==> config.mk <==
export PLATFORM = sky130hd
export DESIGN_NAME = polar_to_iq
export DESIGN_NICKNAME = d
export VERILOG_FILES = /design/src/rtl/tcas_dsp_pkg.sv /design/src/rtl/polar_to_iq_stage.sv /design/src/rtl/polar_to_iq.sv
export SDC_FILE = /design/constraint.sdc
export NUM_CORES = 2
export LEC_CHECK = 0
export ABC_AREA = 1
export BUFFER_PORTS_ARGS = -buffer_cell sky130_fd_sc_hd__buf_2
export CAP_MARGIN = 20
export CORE_MARGIN = 10
export CORE_UTILIZATION = 53
export CTS_CLUSTER_DIAMETER = 30
export DETAILED_ROUTE_END_ITERATION = 16
export GPL_TIMING_DRIVEN = 0
export PLACE_DENSITY = 0.69
export RECOVER_POWER = 100
export SYNTH_ARGS = -nofsm -noshare
export SYNTH_HDL_FRONTEND = slang
export SYNTH_SLANG_ARGS = --single-unit
==> constraint.sdc <==
create_clock -name clk -period 8.25 [get_ports clk]
set_input_delay 0 -clock clk [delete_from_list [all_inputs] [get_ports clk]]
set_output_delay 0 -clock clk [all_outputs]
set_load 0.02 [all_outputs]
==> src/rtl/tcas_dsp_pkg.sv <==
// Shared constants and types for the TCAS DSP CORDIC datapath.
// Holds the CORDIC arctangent table, datapath widths, the gain
// compensation constant and the output saturation helper.
package tcas_dsp_pkg;

    localparam int CORDIC_W        = 26;
    localparam int PHASE_W         = 16;
    localparam int MAG_W           = 23;
    localparam int IQ_W            = 24;
    localparam int GAIN_COMP_NUM   = 19898;
    localparam int GAIN_COMP_SHIFT = 15;

    // round(atan(2^-k) * 65536 / (2*pi)) for k = 0..15
    localparam logic [PHASE_W-1:0] ATAN_TABLE [16] = '{
        16'd8192, 16'd4836, 16'd2555, 16'd1297,
        16'd651,  16'd326,  16'd163,  16'd81,
        16'd41,   16'd20,   16'd10,   16'd5,
        16'd3,    16'd1,    16'd1,    16'd0
    };

    // Symmetric output limits: +/-(2^23-1), so the most negative code is never produced
    localparam logic signed [CORDIC_W-1:0] SAT_HI = 26'sd8388607;
    localparam logic signed [CORDIC_W-1:0] SAT_LO = -26'sd8388607;

    // Quadrant selected by the top two phase bits
    typedef enum logic [1:0] {
        QUAD_0   = 2'b00,
        QUAD_90  = 2'b01,
        QUAD_180 = 2'b10,
        QUAD_270 = 2'b11
    } quadrant_e;

    // Clamp a wide CORDIC result into the signed 24-bit output range
    function automatic logic signed [IQ_W-1:0] sat_iq(input logic signed [CORDIC_W-1:0] v);
        logic signed [CORDIC_W-1:0] c;
        if (v > SAT_HI) begin
            c = SAT_HI;
        end else if (v < SAT_LO) begin
            c = SAT_LO;
        end else begin
            c = v;
        end
        return c[IQ_W-1:0];
    endfunction

endpackage

==> src/rtl/polar_to_iq_stage.sv <==
// One CORDIC micro-rotation (rotation mode). Rotates (x, y) towards the
// residual angle z by +/-atan(2^-NUM_STAGE); the valid bit rides alongside.
module polar_to_iq_stage
    import tcas_dsp_pkg::*;
#(
    parameter int NUM_STAGE = 0
) (
    input  logic                       clk,
    input  logic                       reset_b,
    input  logic                       valid_in,
    input  logic signed [CORDIC_W-1:0] x_in,
    input  logic signed [CORDIC_W-1:0] y_in,
    input  logic signed [PHASE_W-1:0]  z_in,
    output logic                       valid_out,
    output logic signed [CORDIC_W-1:0] x_out,
    output logic signed [CORDIC_W-1:0] y_out,
    output logic signed [PHASE_W-1:0]  z_out
);

    localparam logic signed [PHASE_W-1:0] ATAN_K = signed'(ATAN_TABLE[NUM_STAGE]);

    logic signed [CORDIC_W-1:0] x_shift;
    logic signed [CORDIC_W-1:0] y_shift;

    // Arithmetic shifts truncate toward minus infinity; no rounding is applied
    assign x_shift = x_in >>> NUM_STAGE;
    assign y_shift = y_in >>> NUM_STAGE;

    // Rotate in the direction that drives the residual angle toward zero
    always_ff @(posedge clk or negedge reset_b) begin
        if (!reset_b) begin
            valid_out <= 1'b0;
            x_out     <= '0;
            y_out     <= '0;
            z_out     <= '0;
        end else begin
            valid_out <= valid_in;
            if (z_in >= 0) begin
                x_out <= x_in - y_shift;
                y_out <= y_in + x_shift;
                z_out <= z_in - ATAN_K;
            end else begin
                x_out <= x_in + y_shift;
                y_out <= y_in - x_shift;
                z_out <= z_in + ATAN_K;
            end
        end
    end

endmodule

==> src/rtl/polar_to_iq.sv <==
// Pipelined polar-to-I/Q CORDIC rotator, one sample per clock.
// Handshake: valid_in qualifies mag_in/phase_in in the cycle it is high;
// valid_out marks a new sig_i/sig_q exactly L cycles later. There is no
// ready/backpressure, the pipeline always advances.
// Optional feature macro: POLAR_TO_IQ_GAIN_COMP_EN adds a registered
// 1/K magnitude prescale ahead of the pre-rotation (one more cycle of latency).
module polar_to_iq
    import tcas_dsp_pkg::*;
#(
    parameter int NUM_STAGES = 12
) (
    input  logic                   clk,
    input  logic                   reset_b,
    input  logic                   valid_in,
    input  logic [MAG_W-1:0]       mag_in,
    input  logic [PHASE_W-1:0]     phase_in,
    output logic                   valid_out,
    output logic signed [IQ_W-1:0] sig_i,
    output logic signed [IQ_W-1:0] sig_q
);

    localparam int PROD_W = MAG_W + GAIN_COMP_SHIFT;

    logic               g_valid;
    logic [MAG_W-1:0]   g_mag;
    logic [PHASE_W-1:0] g_phase;

`ifdef POLAR_TO_IQ_GAIN_COMP_EN
    logic [PROD_W-1:0] gain_prod;

    assign gain_prod = PROD_W'(mag_in) * PROD_W'(GAIN_COMP_NUM);

    // Prescale magnitude by ~1/K so the CORDIC gain cancels out
    always_ff @(posedge clk or negedge reset_b) begin
        if (!reset_b) begin
            g_valid <= 1'b0;
            g_mag   <= '0;
            g_phase <= '0;
        end else begin
            g_valid <= valid_in;
            g_mag   <= MAG_W'(gain_prod >> GAIN_COMP_SHIFT);
            g_phase <= phase_in;
        end
    end
`else
    assign g_valid = valid_in;
    assign g_mag   = mag_in;
    assign g_phase = phase_in;
`endif

    logic signed [CORDIC_W-1:0] mag_ext;
    assign mag_ext = signed'({{(CORDIC_W - MAG_W){1'b0}}, g_mag});

    logic                       pre_valid;
    logic signed [CORDIC_W-1:0] pre_x;
    logic signed [CORDIC_W-1:0] pre_y;
    logic signed [PHASE_W-1:0]  pre_z;

    // Quadrant pre-rotation folds the phase into [-90, +90] degrees
    always_ff @(posedge clk or negedge reset_b) begin
        if (!reset_b) begin
            pre_valid <= 1'b0;
            pre_x     <= '0;
            pre_y     <= '0;
            pre_z     <= '0;
        end else begin
            pre_valid <= g_valid;
            case (quadrant_e'(g_phase[PHASE_W-1:PHASE_W-2]))
                QUAD_90: begin
                    pre_x <= '0;
                    pre_y <= mag_ext;
                    pre_z <= signed'(g_phase - 16'h4000);
                end
                QUAD_180: begin
                    pre_x <= '0;
                    pre_y <= -mag_ext;
                    pre_z <= signed'(g_phase + 16'h4000);
                end
                default: begin
                    pre_x <= mag_ext;
                    pre_y <= '0;
                    pre_z <= signed'(g_phase);
                end
            endcase
        end
    end

    logic                       st_valid [NUM_STAGES];
    logic signed [CORDIC_W-1:0] st_x     [NUM_STAGES];
    logic signed [CORDIC_W-1:0] st_y     [NUM_STAGES];
    logic signed [PHASE_W-1:0]  st_z     [NUM_STAGES];

    for (genvar k = 0; k < NUM_STAGES; k++) begin : g_stage
        logic                       v_i;
        logic signed [CORDIC_W-1:0] x_i;
        logic signed [CORDIC_W-1:0] y_i;
        logic signed [PHASE_W-1:0]  z_i;

        if (k == 0) begin : g_first
            assign v_i = pre_valid;
            assign x_i = pre_x;
            assign y_i = pre_y;
            assign z_i = pre_z;
        end else begin : g_next
            assign v_i = st_valid[k-1];
            assign x_i = st_x[k-1];
            assign y_i = st_y[k-1];
            assign z_i = st_z[k-1];
        end

        polar_to_iq_stage #(
            .NUM_STAGE(k)
        ) u_stage (
            .clk      (clk),
            .reset_b  (reset_b),
            .valid_in (v_i),
            .x_in     (x_i),
            .y_in     (y_i),
            .z_in     (z_i),
            .valid_out(st_valid[k]),
            .x_out    (st_x[k]),
            .y_out    (st_y[k]),
            .z_out    (st_z[k])
        );
    end

    // Output register: load saturated I/Q only for valid samples, hold otherwise
    always_ff @(posedge clk or negedge reset_b) begin
        if (!reset_b) begin
            valid_out <= 1'b0;
            sig_i     <= '0;
            sig_q     <= '0;
        end else begin
            valid_out <= st_valid[NUM_STAGES-1];
            if (st_valid[NUM_STAGES-1]) begin
                sig_i <= sat_iq(st_x[NUM_STAGES-1]);
                sig_q <= sat_iq(st_y[NUM_STAGES-1]);
            end
        end
    end

endmodule

# Yosys cells after proc, flatten, opt, wreduce, memory -nomap -nowiden
# Index checks and enable logic that the tools add are counted.
# word_totals
in_bits	42
out_inout_bits	49
register_bits	930
# classes
n_eq_ne	2
n_mux	42
order_cmp	16
reduce_logical	1
n_addsub	72
# op_table
op	n
2-to-1 mux 26 bit	24
greater-or-equal comparator 16 x 1 -> 1 bit (second input constant)	12
2-to-1 mux 16 bit	11
2-to-1 mux 24 bit	4
adder 26 x 15 -> 26 bit	2
adder 26 x 16 -> 26 bit	2
adder 26 x 17 -> 26 bit	2
adder 26 x 18 -> 26 bit	2
adder 26 x 19 -> 26 bit	2
adder 26 x 20 -> 26 bit	2
adder 26 x 21 -> 26 bit	2
adder 26 x 22 -> 26 bit	2
adder 26 x 23 -> 26 bit	2
adder 26 x 24 -> 26 bit	2
adder 26 x 25 -> 26 bit	2
greater-than comparator 26 x 24 -> 1 bit (second input constant)	2
< comparator 26 x 24 -> 1 bit (second input constant)	2
one-hot mux 26 bit (2 select lines)	1
subtractor 26 x 15 -> 26 bit	2
subtractor 26 x 16 -> 26 bit	2
subtractor 26 x 17 -> 26 bit	2
subtractor 26 x 18 -> 26 bit	2
subtractor 26 x 19 -> 26 bit	2
subtractor 26 x 20 -> 26 bit	2
35 further kinds	43

# Longest topological paths before layout
# depth
depth_word	3
depth_mapped	23
mapped_depth_nobuf	23

# Cells and area by module
# A second synthesis with hierarchy kept.
# unflattened
cells_unflattened	13384
hier_area_um2	89154.3
# by_module_without_submodules
mod	seq_area_each_um2	cells_each	area_per_inst_um2	instances
polar_to_iq_stage at g_stage[0].u_stage	1701.6	1209	7578.5	1
polar_to_iq_stage at g_stage[2].u_stage	1726.7	1145	7317.0	1
polar_to_iq_stage at g_stage[3].u_stage	1726.7	1131	7293.2	1
polar_to_iq_stage at g_stage[1].u_stage	1726.7	1113	7229.4	1
polar_to_iq_stage at g_stage[4].u_stage	1726.7	1062	6991.7	1
polar_to_iq_stage at g_stage[5].u_stage	1726.7	1076	6950.4	1
polar_to_iq_stage at g_stage[7].u_stage	1726.7	1010	6891.6	1
polar_to_iq_stage at g_stage[6].u_stage	1726.7	1045	6881.6	1
polar_to_iq_stage at g_stage[9].u_stage	1726.7	1030	6859.1	1
polar_to_iq_stage at g_stage[8].u_stage	1726.7	1006	6830.3	1
polar_to_iq_stage at g_stage[11].u_stage	1726.7	998	6799.0	1
polar_to_iq_stage at g_stage[10].u_stage	1726.7	991	6686.4	1
polar_to_iq	2877.8	568	4845.9	1

# Least setup slack after synthesis
# No wires, ideal clock.
# synth_timing
path_kind	register to register
from	register g_stage[6].u_stage.z_out[15]
to	register g_stage[7].u_stage.x_out[16]
arrival_time_ps	2809
path_stages_with_launch	18
setup_slack_ps	5325
path_buffers	2
path_cell_list	dfrtp_1 > inv_1 > ha_1 > nand2_1 > nor2_1 > nand2_1 > nand2_1 > buf_2 > buf_2 > o21ai_0 > fa_1 > nand3b_1 > nand2_1 > a21boi_2 > o21ai_0 > a21oi_1 > nand2_1 > nand2_1
# synth_between
elab_chain_cells	2
# synth_rtl
element	line_no	text
start: declaration	polar_to_iq_stage.sv:17	output logic signed [PHASE_W-1:0] z_out
start signal: assignment	polar_to_iq_stage.sv:41	z_out <= z_in - ATAN_K;
start signal: assignment	polar_to_iq_stage.sv:45	z_out <= z_in + ATAN_K;
greater-or-equal comparator 16 x 1 -> 1 bit	polar_to_iq_stage.sv:38	if (z_in >= 0) begin
2-to-1 mux 26 bit	polar_to_iq_stage.sv:38	
end signal: assignment	polar_to_iq_stage.sv:39	x_out <= x_in - y_shift;
end signal: assignment	polar_to_iq_stage.sv:43	x_out <= x_in + y_shift;
end: declaration	polar_to_iq_stage.sv:15	output logic signed [CORDIC_W-1:0] x_out,
# Every way passes these cells.
# A chain may end at the register's enable or synchronous reset.

# Worst setup path after layout
# layout_timing
from	register g_stage[6].u_stage.z_out[15]
to	register g_stage[7].u_stage.x_out[22]
# Same word-level chain as after synthesis.

==> results.toml <==
[status]
status = "finished, violations left"
violations = "capacitance limit, slew limit"

[place]
hpwl_mm = 218.6
place.gp.congestion = 1.028
port_buffers = 90
postPlaceCellArea_mm2 = 0.08384

[setup_path]
worstPathCellList = "inv_1 > ha_1 > nand2_1 > nor2_1 > nand2_1 > nand2_1 > clkbuf_1 > clkbuf_1 > o21ai_0 > fa_1 > nand3b_1 > nand2_1 > a21boi_0 > o21ai_0 > nand3_1 > nand3_1 > nand2_1"
crit_path_start_kind = "register"
worstSetupPathDepth = 17
cpLargestDelayFamily = "buffers and inverters"
critPathRequiredTime_ps = 8920
r2r_slack_ps = 2310
r2r_cells = 17
critical_path_class = "reg2reg"
crit_end = "g_stage[7].u_stage.x_out[22]$_DFF_PN0_"
reg2reg_from = "g_stage[6].u_stage.z_out[15]$_DFF_PN0_"
cp_common_cell = "nand2_1"
cp-startpoint = "g_stage[6].u_stage.z_out[15]$_DFF_PN0_"
max_stage_delay_ps = 1420
critPathBufInv = 3
reg2reg_to = "g_stage[7].u_stage.x_out[22]$_DFF_PN0_"
cp.arrival_ps = 6610
cp_slowest_cell = "clkbuf_1"
crit_path_end_kind = "register"
path_max_fanout = 20

[cells_and_area]
drive_above_1_share_pct = 4.004
insertedDiodeCount = 0
nNetsFinal = 12820
syn2layout_area_growth_pct = 12.58
final_cell_mix = "nand2_1 (2775), nor2_1 (1463), inv_1 (1435)"
mostFrequentLayoutCell = "nand2_1"
design_area_mm2 = 0.09079
n_fill_cell = 14480

[global_route]
grt_pass1_wl_mm = 416.2
grt_max_degree = 135
track_usage_pct = 30.70
antenna_found_initial = 9
grt_pass1_vias = 75560
overflow = 0

[floorplanning]
rows = 143
fp.dieH_um = 410.1
start_util_pct = 53.22
boundaryPins = 91
core_region_area_mm2 = 0.1515
dieArea_mm2 = 0.1682
die_w_um = 410.1

[synth]
synth_seq_cells = 911
netlist_instances = 11600
ys_seq_area_share_pct = 28.27
yosysWarningCount = 0
synth_flop_cell = "dfrtp_1"
yosysUniqueCellTypes = 60
synthArstFlopShare_pct = 100.0
synth_area_per_cell_um2 = 6.954
synth_nets = 12470
synth-edff-count = 0
synth_area_mm2 = 0.08065

[clocking]
clk_root_buffer_cell = "clkbuf_16"
clk_path_buf_depth = 3
cts_resized = 0
cts_buffers = 188
htreeDepth = 4
clock-sinks = 911
cts_tree = "done"
worstSkewPairLatency_ps = 820
clkTransAtPathRegs_ps = 50

[drt]
ant_nets = 0
routed_wl_mm = 265.1
wl_per_cell_um = 18.74
drt_iter0_markers = 7960
vias_per_cell = 5.605
drc = 0
dr.pass1.iters = 9
num_vias = 79280

[timing]
finalSetupTns_ps = 0
worstMarginPinSlew_ps = 4052
post-route-period-util_pct = 71.94
rsz0062_at_grt = "false"
slew_violations = 403
min_period_ps = 5935
slew_headroom_pct = -170.2
setup_violations = 0
holdWs_ps = 72.01
skew_ps = 72.21
finalHoldViolCount = 0
fmax_mhz = 168.5

[worst_hold_path]
worstHoldPathType = "in2reg"

[run]
drv_cap = 6
logic make-up after synthesis:
logic type / Yosys count / share of synthesized area, %
DFF: 911 / 28.27
AOI/OAI and AO/OA: 1953 / 13.42
adders and majority gates: 827 / 13.17
buffers and inverters: 1542 / 7.330
muxes: 4 / 0.04965
xor gates and xnor gates: 885 / 9.620
and+or+nand+nor: 5476 / 28.15
cells in the mapped netlist, types with 4 or more instances:
master    count  area (um^2)
a211oi_1     19        142.6
a21boi_0     43        322.8
a21boi_2     17        191.4
a21o_1       43        322.8
a21oi_1     912         4564
a31oi_1      55        344.1
and2_1        9        56.30
and3_1       20        125.1
buf_1         5        18.77
buf_2        62        310.3
buf_4         8        60.06
clkbuf_1     21        78.83
dfrtp_1     911        22800
fa_1         36        720.7
ha_1        791         9897
inv_1      1428         5360
inv_2        13        48.80
mux2i_1       4        40.04
nand2_1    2767        10390
nand2_2       9        56.30
nand3_1     719         3598
nand3b_1     61        457.9
nand4_1     174         1089
nor2_1     1462         5488
nor2_2       13        81.33
nor3_1      178        890.9
nor3_2       12        120.1
nor3b_1       5        37.54
nor4_1       21        131.4
o211ai_1      9        67.56
o21a_1       42        315.3
o21ai_0     588         2943
o21ai_1      53        265.3
o21ai_2       9        78.83
o21bai_1    115        863.3
o22ai_1       8        50.05
o31ai_1      22        165.2
o31ai_2       4        50.05
or2_1         7        43.79
or2_2        11        68.82
xnor2_1     259         2268
xor2_1      625         5474
worst min-delay path by stage:
stage	startpoint	end	cells after the start
detailed placement	reset_b	g_stage[3].u_stage.z_out[11]$_DFF_PN0_	1
floorplan	reset_b	g_stage[0].u_stage.valid_out$_DFF_PN0_	0
finish	mag_in[10]	g_stage[0].x_i[10]$_DFF_PN0_	4
CTS	mag_in[7]	g_stage[0].x_i[7]$_DFF_PN0_	4
global placement	valid_in	g_stage[0].v_i$_DFF_PN0_	1
global route	mag_in[6]	g_stage[0].x_i[6]$_DFF_PN0_	4
flip-flops by register name, indices dropped and copies added, names as in the netlist:
register,count
g_stage.z_i,16
valid_out,1
g_stage.u_stage.valid_out,12
g_stage.y_i,26
sig_i,24
sig_q,24
g_stage.x_i,23
g_stage.u_stage.z_out,161
g_stage.u_stage.y_out,311
g_stage.u_stage.x_out,312
g_stage.v_i,1
repair_timing:
| item | 4_1_cts | 5_1_grt |
|---|---|---|
| endpoints found under the hold margin | 496 | 0 |
| hold buffers | 64 | 0 |
| buffers inserted | 0 | 0 |
per-stage QoR:
stage	instances	utilization (%)	setup WS (ps)
2_1_floorplan	11600	-	5325
3_3_place_gp	13720	55.19	-11680
3_5_place_dp	13730	55.32	3658
4_1_cts	14140	60.12	3648
5_1_grt	14140	59.91	1942
6_report	14140	59.91	2315
final cells by class:
type / instances / area [um^2] / area share [%]
Buffer: 99 / 455.4 / 0.5016
Clock buffer: 221 / 4989 / 5.494
Clock inverter: 133 / 1623 / 1.787
Inverter: 1443 / 5416 / 5.966
Multi-Input combinational cell: 9145 / 51800 / 57.06
Sequential cell: 911 / 22800 / 25.11
Tap cell: 2030 / 2540 / 2.797
Timing Repair Buffer: 161 / 1169 / 1.287
metal layers:
layer | GRT usage [%] | vias to the layer above | share of wire (%) | wire [um]
li1 | - | 38720 | - | -
met1 | 43.97 | 36980 | 46 | 122800
met2 | 47.40 | 3074 | 43 | 113700
met3 | 4.636 | 486 | 7.5 | 19810
met4 | 9.673 | 8 | 3.3 | 8687
met5 | 0 | - | 0.022 | 57
tightest hold or removal path, cell delays in order:
cell           delay, ps
dlygate4sd3_1        540
buf_2                170
nand2_1               60
inv_1                 30
Power is left out: the tool's default activity adds up to more than one toggle a clock period on the data nets, which glitch-free logic cannot reach.
